<file path="src/rtl/adder_share_pkg.sv">
// Shared types and helpers for the shared-adder arbiter and its round-robin chooser.
package adder_share_pkg;

  typedef enum logic [1:0] {
    IDLE  = 2'd0,
    ISSUE = 2'd1,
    WAIT  = 2'd2,
    RESP  = 2'd3
  } state_t;

  localparam int STATS_CNT_W = 8;

  function automatic int idx_width(input int n);
    return (n > 1) ? $clog2(n) : 1;
  endfunction

endpackage

</file>
<file path="src/rtl/adder_share_arbiter_rr_pick.sv">
// Combinational round-robin chooser: first requester above last_grant, wrapping.
module rr_pick
  import adder_share_pkg::*;
#(
  parameter int N     = 4,
  parameter int IDX_W = idx_width(N)
) (
  input  logic [N-1:0]     req,
  input  logic [IDX_W-1:0] last_grant,
  output logic [N-1:0]     grant,
  output logic [IDX_W-1:0] idx,
  output logic             any_req
);

  logic [IDX_W-1:0] cand;

  // Offset N revisits last_grant itself, so a lone requester always wins.
  always_comb begin
    grant   = '0;
    idx     = '0;
    any_req = 1'b0;
    cand    = '0;
    for (int off = 1; off <= N; off++) begin
      cand = IDX_W'((int'(last_grant) + off) % N);
      if (!any_req && req[cand]) begin
        any_req     = 1'b1;
        idx         = cand;
        grant[cand] = 1'b1;
      end
    end
  end

endmodule

</file>
<file path="src/rtl/adder_share_arbiter.sv">
// Round-robin arbiter sharing one latency-ADD_LAT adder among NUM_REQ clients.
// Optional per-requester grant counters: define ADDER_SHARE_ARBITER_STATS_EN.
module adder_share_arbiter
  import adder_share_pkg::*;
#(
  parameter int NUM_REQ = 4,
  parameter int W       = 4,
  parameter int ADD_LAT = 1
) (
  input  logic                 clk,
  input  logic                 rst_n,
  input  logic [NUM_REQ-1:0]   req_valid,
  output logic [NUM_REQ-1:0]   req_ready,
  input  logic [NUM_REQ*W-1:0] req_a,
  input  logic [NUM_REQ*W-1:0] req_b,
  output logic [NUM_REQ-1:0]   rsp_valid,
  input  logic [NUM_REQ-1:0]   rsp_ready,
  output logic [W:0]           rsp_sum,
  output logic [W-1:0]         add_in1,
  output logic [W-1:0]         add_in2,
  input  logic [W:0]           add_out,
  output logic                 busy
`ifdef ADDER_SHARE_ARBITER_STATS_EN
  ,
  input  logic                           stats_clr,
  output logic [NUM_REQ*STATS_CNT_W-1:0] grant_cnt
`endif
);

  localparam int IDX_W = idx_width(NUM_REQ);

  state_t           state, state_nxt;
  logic [IDX_W-1:0] last_grant, gnt_idx, pick_idx;
  logic [NUM_REQ-1:0] pick_grant;
  logic             pick_any;
  logic [W-1:0]     op_a, op_b;
  logic [W:0]       sum_q;
  logic [2:0]       lat_cnt;

  rr_pick #(.N(NUM_REQ), .IDX_W(IDX_W)) u_pick (
    .req        (req_valid),
    .last_grant (last_grant),
    .grant      (pick_grant),
    .idx        (pick_idx),
    .any_req    (pick_any)
  );

  always_ff @(posedge clk) begin
    if (!rst_n) state <= IDLE;
    else        state <= state_nxt;
  end

  // Grant is only offered in IDLE, response only in RESP, so the two never overlap.
  always_comb begin
    state_nxt = state;
    req_ready = '0;
    rsp_valid = '0;
    case (state)
      IDLE: begin
        if (pick_any) begin
          req_ready = pick_grant;
          state_nxt = ISSUE;
        end
      end
      ISSUE: state_nxt = WAIT;
      WAIT: begin
        if (lat_cnt == 3'd0) state_nxt = RESP;
      end
      RESP: begin
        rsp_valid[gnt_idx] = 1'b1;
        if (rsp_ready[gnt_idx]) state_nxt = IDLE;
      end
      default: state_nxt = IDLE;
    endcase
  end

  always_ff @(posedge clk) begin
    if (!rst_n) begin
      last_grant <= IDX_W'(NUM_REQ - 1);
      gnt_idx    <= '0;
      op_a       <= '0;
      op_b       <= '0;
      sum_q      <= '0;
      lat_cnt    <= '0;
    end else begin
      case (state)
        IDLE: begin
          if (pick_any) begin
            op_a       <= req_a[int'(pick_idx)*W +: W];
            op_b       <= req_b[int'(pick_idx)*W +: W];
            gnt_idx    <= pick_idx;
            last_grant <= pick_idx;
          end
        end
        ISSUE: lat_cnt <= 3'(ADD_LAT - 1);
        WAIT: begin
          if (lat_cnt != 3'd0) lat_cnt <= lat_cnt - 3'd1;
          else                 sum_q   <= add_out;
        end
        default: ;
      endcase
    end
  end

  assign add_in1 = op_a;
  assign add_in2 = op_b;
  assign rsp_sum = sum_q;
  assign busy    = (state != IDLE);

`ifdef ADDER_SHARE_ARBITER_STATS_EN
  logic [STATS_CNT_W-1:0] cnt [NUM_REQ];

  // Counters saturate so a long run cannot wrap a busy requester back to a small count.
  always_ff @(posedge clk) begin
    if (!rst_n || stats_clr) begin
      for (int i = 0; i < NUM_REQ; i++) cnt[i] <= '0;
    end else begin
      for (int i = 0; i < NUM_REQ; i++) begin
        if (req_ready[i] && cnt[i] != {STATS_CNT_W{1'b1}}) cnt[i] <= cnt[i] + 1'b1;
      end
    end
  end

  always_comb begin
    grant_cnt = '0;
    for (int i = 0; i < NUM_REQ; i++) grant_cnt[i*STATS_CNT_W +: STATS_CNT_W] = cnt[i];
  end
`endif

endmodule

</file>
<file path="config.mk">
export PLATFORM = sky130hd
export DESIGN_NAME = adder_share_arbiter
export DESIGN_NICKNAME = d
export VERILOG_FILES = /design/src/rtl/adder_share_pkg.sv /design/src/rtl/adder_share_arbiter_rr_pick.sv /design/src/rtl/adder_share_arbiter.sv
export SDC_FILE = /design/constraint.sdc
export NUM_CORES = 1
export LEC_CHECK = 0
export ABC_AREA = 1
export CAP_MARGIN = 20
export CORE_MARGIN = 2
export CORE_UTILIZATION = 49
export DETAILED_ROUTE_END_ITERATION = 10
export GPL_ROUTABILITY_DRIVEN = 0
export GPL_TIMING_DRIVEN = 1
export PLACE_DENSITY = 0.95
export SYNTH_ARGS = -nofsm -noshare
export SYNTH_HDL_FRONTEND = slang
export SYNTH_SLANG_ARGS = --single-unit
</file>
<file path="constraint.sdc">
create_clock -name clk -period 4 [get_ports clk]
set_input_delay 0.8 -clock clk [delete_from_list [all_inputs] [get_ports clk]]
set_output_delay 0.8 -clock clk [all_outputs]
set_load 0.02 [all_outputs]
</file>
==> results.json, run 1 <==
{
  "hold_path.class": "reg2reg",
  "ys_seq_area_share_pct": 22.18,
  "drtIter0Drc": 78,
  "cp_top_family": "buffers and inverters",
  "slew_headroom_pct": 61.71,
  "tightest_slew_ps": 573.7,
  "initial_utilization_pct": 50.36,
  "setup_viol": 0,
  "hold_viol": 0,
  "cts_setup_buffers": 0,
  "cts_tree": "yes",
  "dieArea_sq_um": 4578,
  "cp.arrival_ps": 3020,
  "register_area_sq_um": 440.4,
  "slowest_delay_ps": 590,
  "utilization_pct": 68.39,
  "core_area_sq_um": 3943,
  "fin_skew_ps": 3.041,
  "crit_required_ps": 3200,
  "wl_per_cell_um": 11.76,
  "dp_cells": 423,
  "grt_pass1_vias": 2031,
  "route.final.wire_length_um": 5008,
  "yosys_register_bits": 22,
  "finalPower_mw": 2.152,
  "drc": 0,
  "crit_type": "reg2out",
  "hpwl_um": 3893,
  "fin_tns_setup_ps": 0,
  "dr.pass1.iters": 4,
  "synth_nets": 374,
  "grt_use_total_pct": 22.79,
  "drive_above_1_share_pct": 7.181,
  "period_minus_slack_ps": 3824,
  "rsz0062_at_grt": "no",
  "cts_root_buf": "clkbuf_8",
  "syn_avg_cell_area_sq_um": 6.344,
  "cts_hold_buf": 0,
  "start_kind": "flip-flop",
  "fillerInstances": 357,
  "h-tree-depth": 1,
  "cts_buffer_depth": 2,
  "gr-total-overflow": 0,
  "vias": 2158,
  "placementRows": 23,
  "fin_cells": 426,
  "grt_pass1_wl_um": 8204,
  "clk_pin_slew_ps": 70,
  "port_buffers": 68,
  "yosys_warnings": 0,
  "critPathCaptureType": "primary output",
  "p_per_area_nw_per_um2": 798.2,
  "p_leak_nw": 1.347,
  "period_share_pct": 95.59,
  "ant_nets": 0,
  "grt_max_degree": 21,
  "clk-insertion-delay-late_ps": 260,
  "cp_slowest_cell": "clkdlybuf4s50_1",
  "synth.distinct_cells": 34,
  "grt_antenna_before_repair": 0,
  "path_max_fanout": 9,
  "status": "completed",
  "peakVddDrop_v": 0.0004701,
  "syn_inst": 313,
  "maxSlewViolCount": 0,
  "fmax_mhz": 261.5,
  "path_cells": "inv_1 > ha_2 > inv_1 > nand2_1 > nand2_4 > nor3_4 > nand2_2 > o21ai_0 > nand2_1 > inv_1 > clkdlybuf4s50_1",
  "final_nets": 439,
  "multiInputGateArea_sq_um": 1230,
  "cpMostUsedCell": "inv_1",
  "setup_ws_ps": 176.4,
  "pin_count": 69,
  "numCtsBuffers": 3,
  "clkSinkCount": 22,
  "syn-cell-area_sq_um": 1986,
  "drv_cap": 0,
  "antennaDiodeCount": 0,
  "vias_per_cell": 5.066,
  "fp.dieW_um": 67.66,
  "cts_resized": 0,
  "dp_slack_ps": 265.9,
  "die_h_um": 67.66,
  "syn_to_final_growth_pct": 35.79,
  "critPathBufInv": 4
}
## area by class of cell
cell class / count / area share (%)
clock buffers: 3 / 1.531
well taps: 50 / 2.320
inverters: 59 / 8.677
multi-input cells: 223 / 45.61
repair buffers: 69 / 25.52
flip-flops and latches: 22 / 16.33
## cell usage after synthesis
master    number  area [sq um]
buf_2          1         5.000
nor2_1        18         67.56
inv_1         55         206.5
o31a_1         1         8.760
a41oi_1        1         8.760
nand2_2        6         37.54
nor3_1         4         20.02
nand2_1       87         326.6
buf_4          2         15.01
inv_6          1         8.760
buf_6          4         45.04
ha_1          14         175.2
clkinv_1       1         3.750
o211ai_1       2         15.01
nand2_4        5         56.30
inv_4          1         6.260
buf_8          1         15.01
o21ai_0        6         30.03
clkinv_4       1         8.760
a21boi_0       2         15.01
nand3_2        1         10.01
a21oi_1       15         75.07
a31oi_1        1         6.260
o211a_1        1         10.01
nand4_1        1         6.260
nand3_1       47         235.2
nand4_4        1         21.27
a21oi_2        2         17.52
dfxtp_1       22         440.4
nor3_4         1         16.27
nand3_4        2         35.03
o21ai_2        1         8.760
clkbuf_1       1         3.750
o22ai_1        4         25.02
## worst register-to-register path, stage by stage (launching register included)
cell	delay (ps)
dfxtp_1	500
inv_1	250
ha_2	460
inv_1	90
nand2_1	130
nand2_4	90
clkinv_4	100
nand4_4	260
nand2_2	170
inv_1	260
nor2_1	220
nor2_1	60
nand2_1	80
inv_1	30
## path summary, 6_finish.rpt
kind | slack (ps) | start | cells past startpoint | end
max | 180 | last_grant[1] | 11 | req_ready[2]
min | 460 | lat_cnt[0] | 1 | lat_cnt[0]
max reg2reg | 1210 | last_grant[1] | 13 | add_in2[3]
min reg2reg | 460 | lat_cnt[0] | 1 | lat_cnt[0]
## cells in the final DEF, fill, tap and decap left out, types with 5 or more instances in the layout
cell type / n
a21oi_1: 15
clkdlybuf4s50_1: 68
dfxtp_1: 22
nand2_1: 87
nor2_1: 18
nand2_2: 6
inv_1: 55
nand2_4: 5
nand3_1: 47
ha_1: 13
o21ai_0: 6
## cells by family (layout without fill, tap and decap cells)
group	after synthesis	in the layout	synth area share (%)
AOI/OAI and AO/OA	36	36	11.09
adders and majority gates	14	14	8.822
buffers and inverters	68	131	16.00
DFF	22	22	22.18
and+or+nand+nor	173	173	41.90
## sequential cells by signal, indices dropped and copies added (netlist names)
signal      count
state           2
rsp_sum         5
lat_cnt         3
gnt_idx         2
last_grant      2
add_in2         4
add_in1         4
## through the flow
stage / hold slack [ps] / cell area (sq um)
detailed placement: 445.5 / 2653
global placement: 442.2 / 2653
floorplan: 425.6 / 1986
finish: 459.2 / 2696
CTS: 458.2 / 2694
global route: 493.6 / 2696
## power by group
part	switching, mW	internal (mW)
Sequential	0.0537	0.293
Combinational	1.07	0.600
Clock	0.0665	0.0671
Total	1.19	0.960
## routing by layer
layer  share of wire, %  GRT usage [%]  up-vias
met3                6.4          5.333        0
met4                  0          3.061        0
met2                 52          44.61       60
li1                   -              -     1115
met1                 41          25.05      983
met5                  0              0        -
No activity file was read; power rests on OpenSTA's default activity.
==> run 2, diff against run 1 <==
- CTS_CLUSTER_SIZE: default -> 24
==> results of run 2 <==
Same layout as run 1: the final DEF is identical, and so are final timing and power.
==> run 3, diff against run 2 <==
- CTS_CLUSTER_DIAMETER: default -> 30
==> results of run 3 <==
Same layout as run 1: the final DEF is identical, and so are final timing and power.
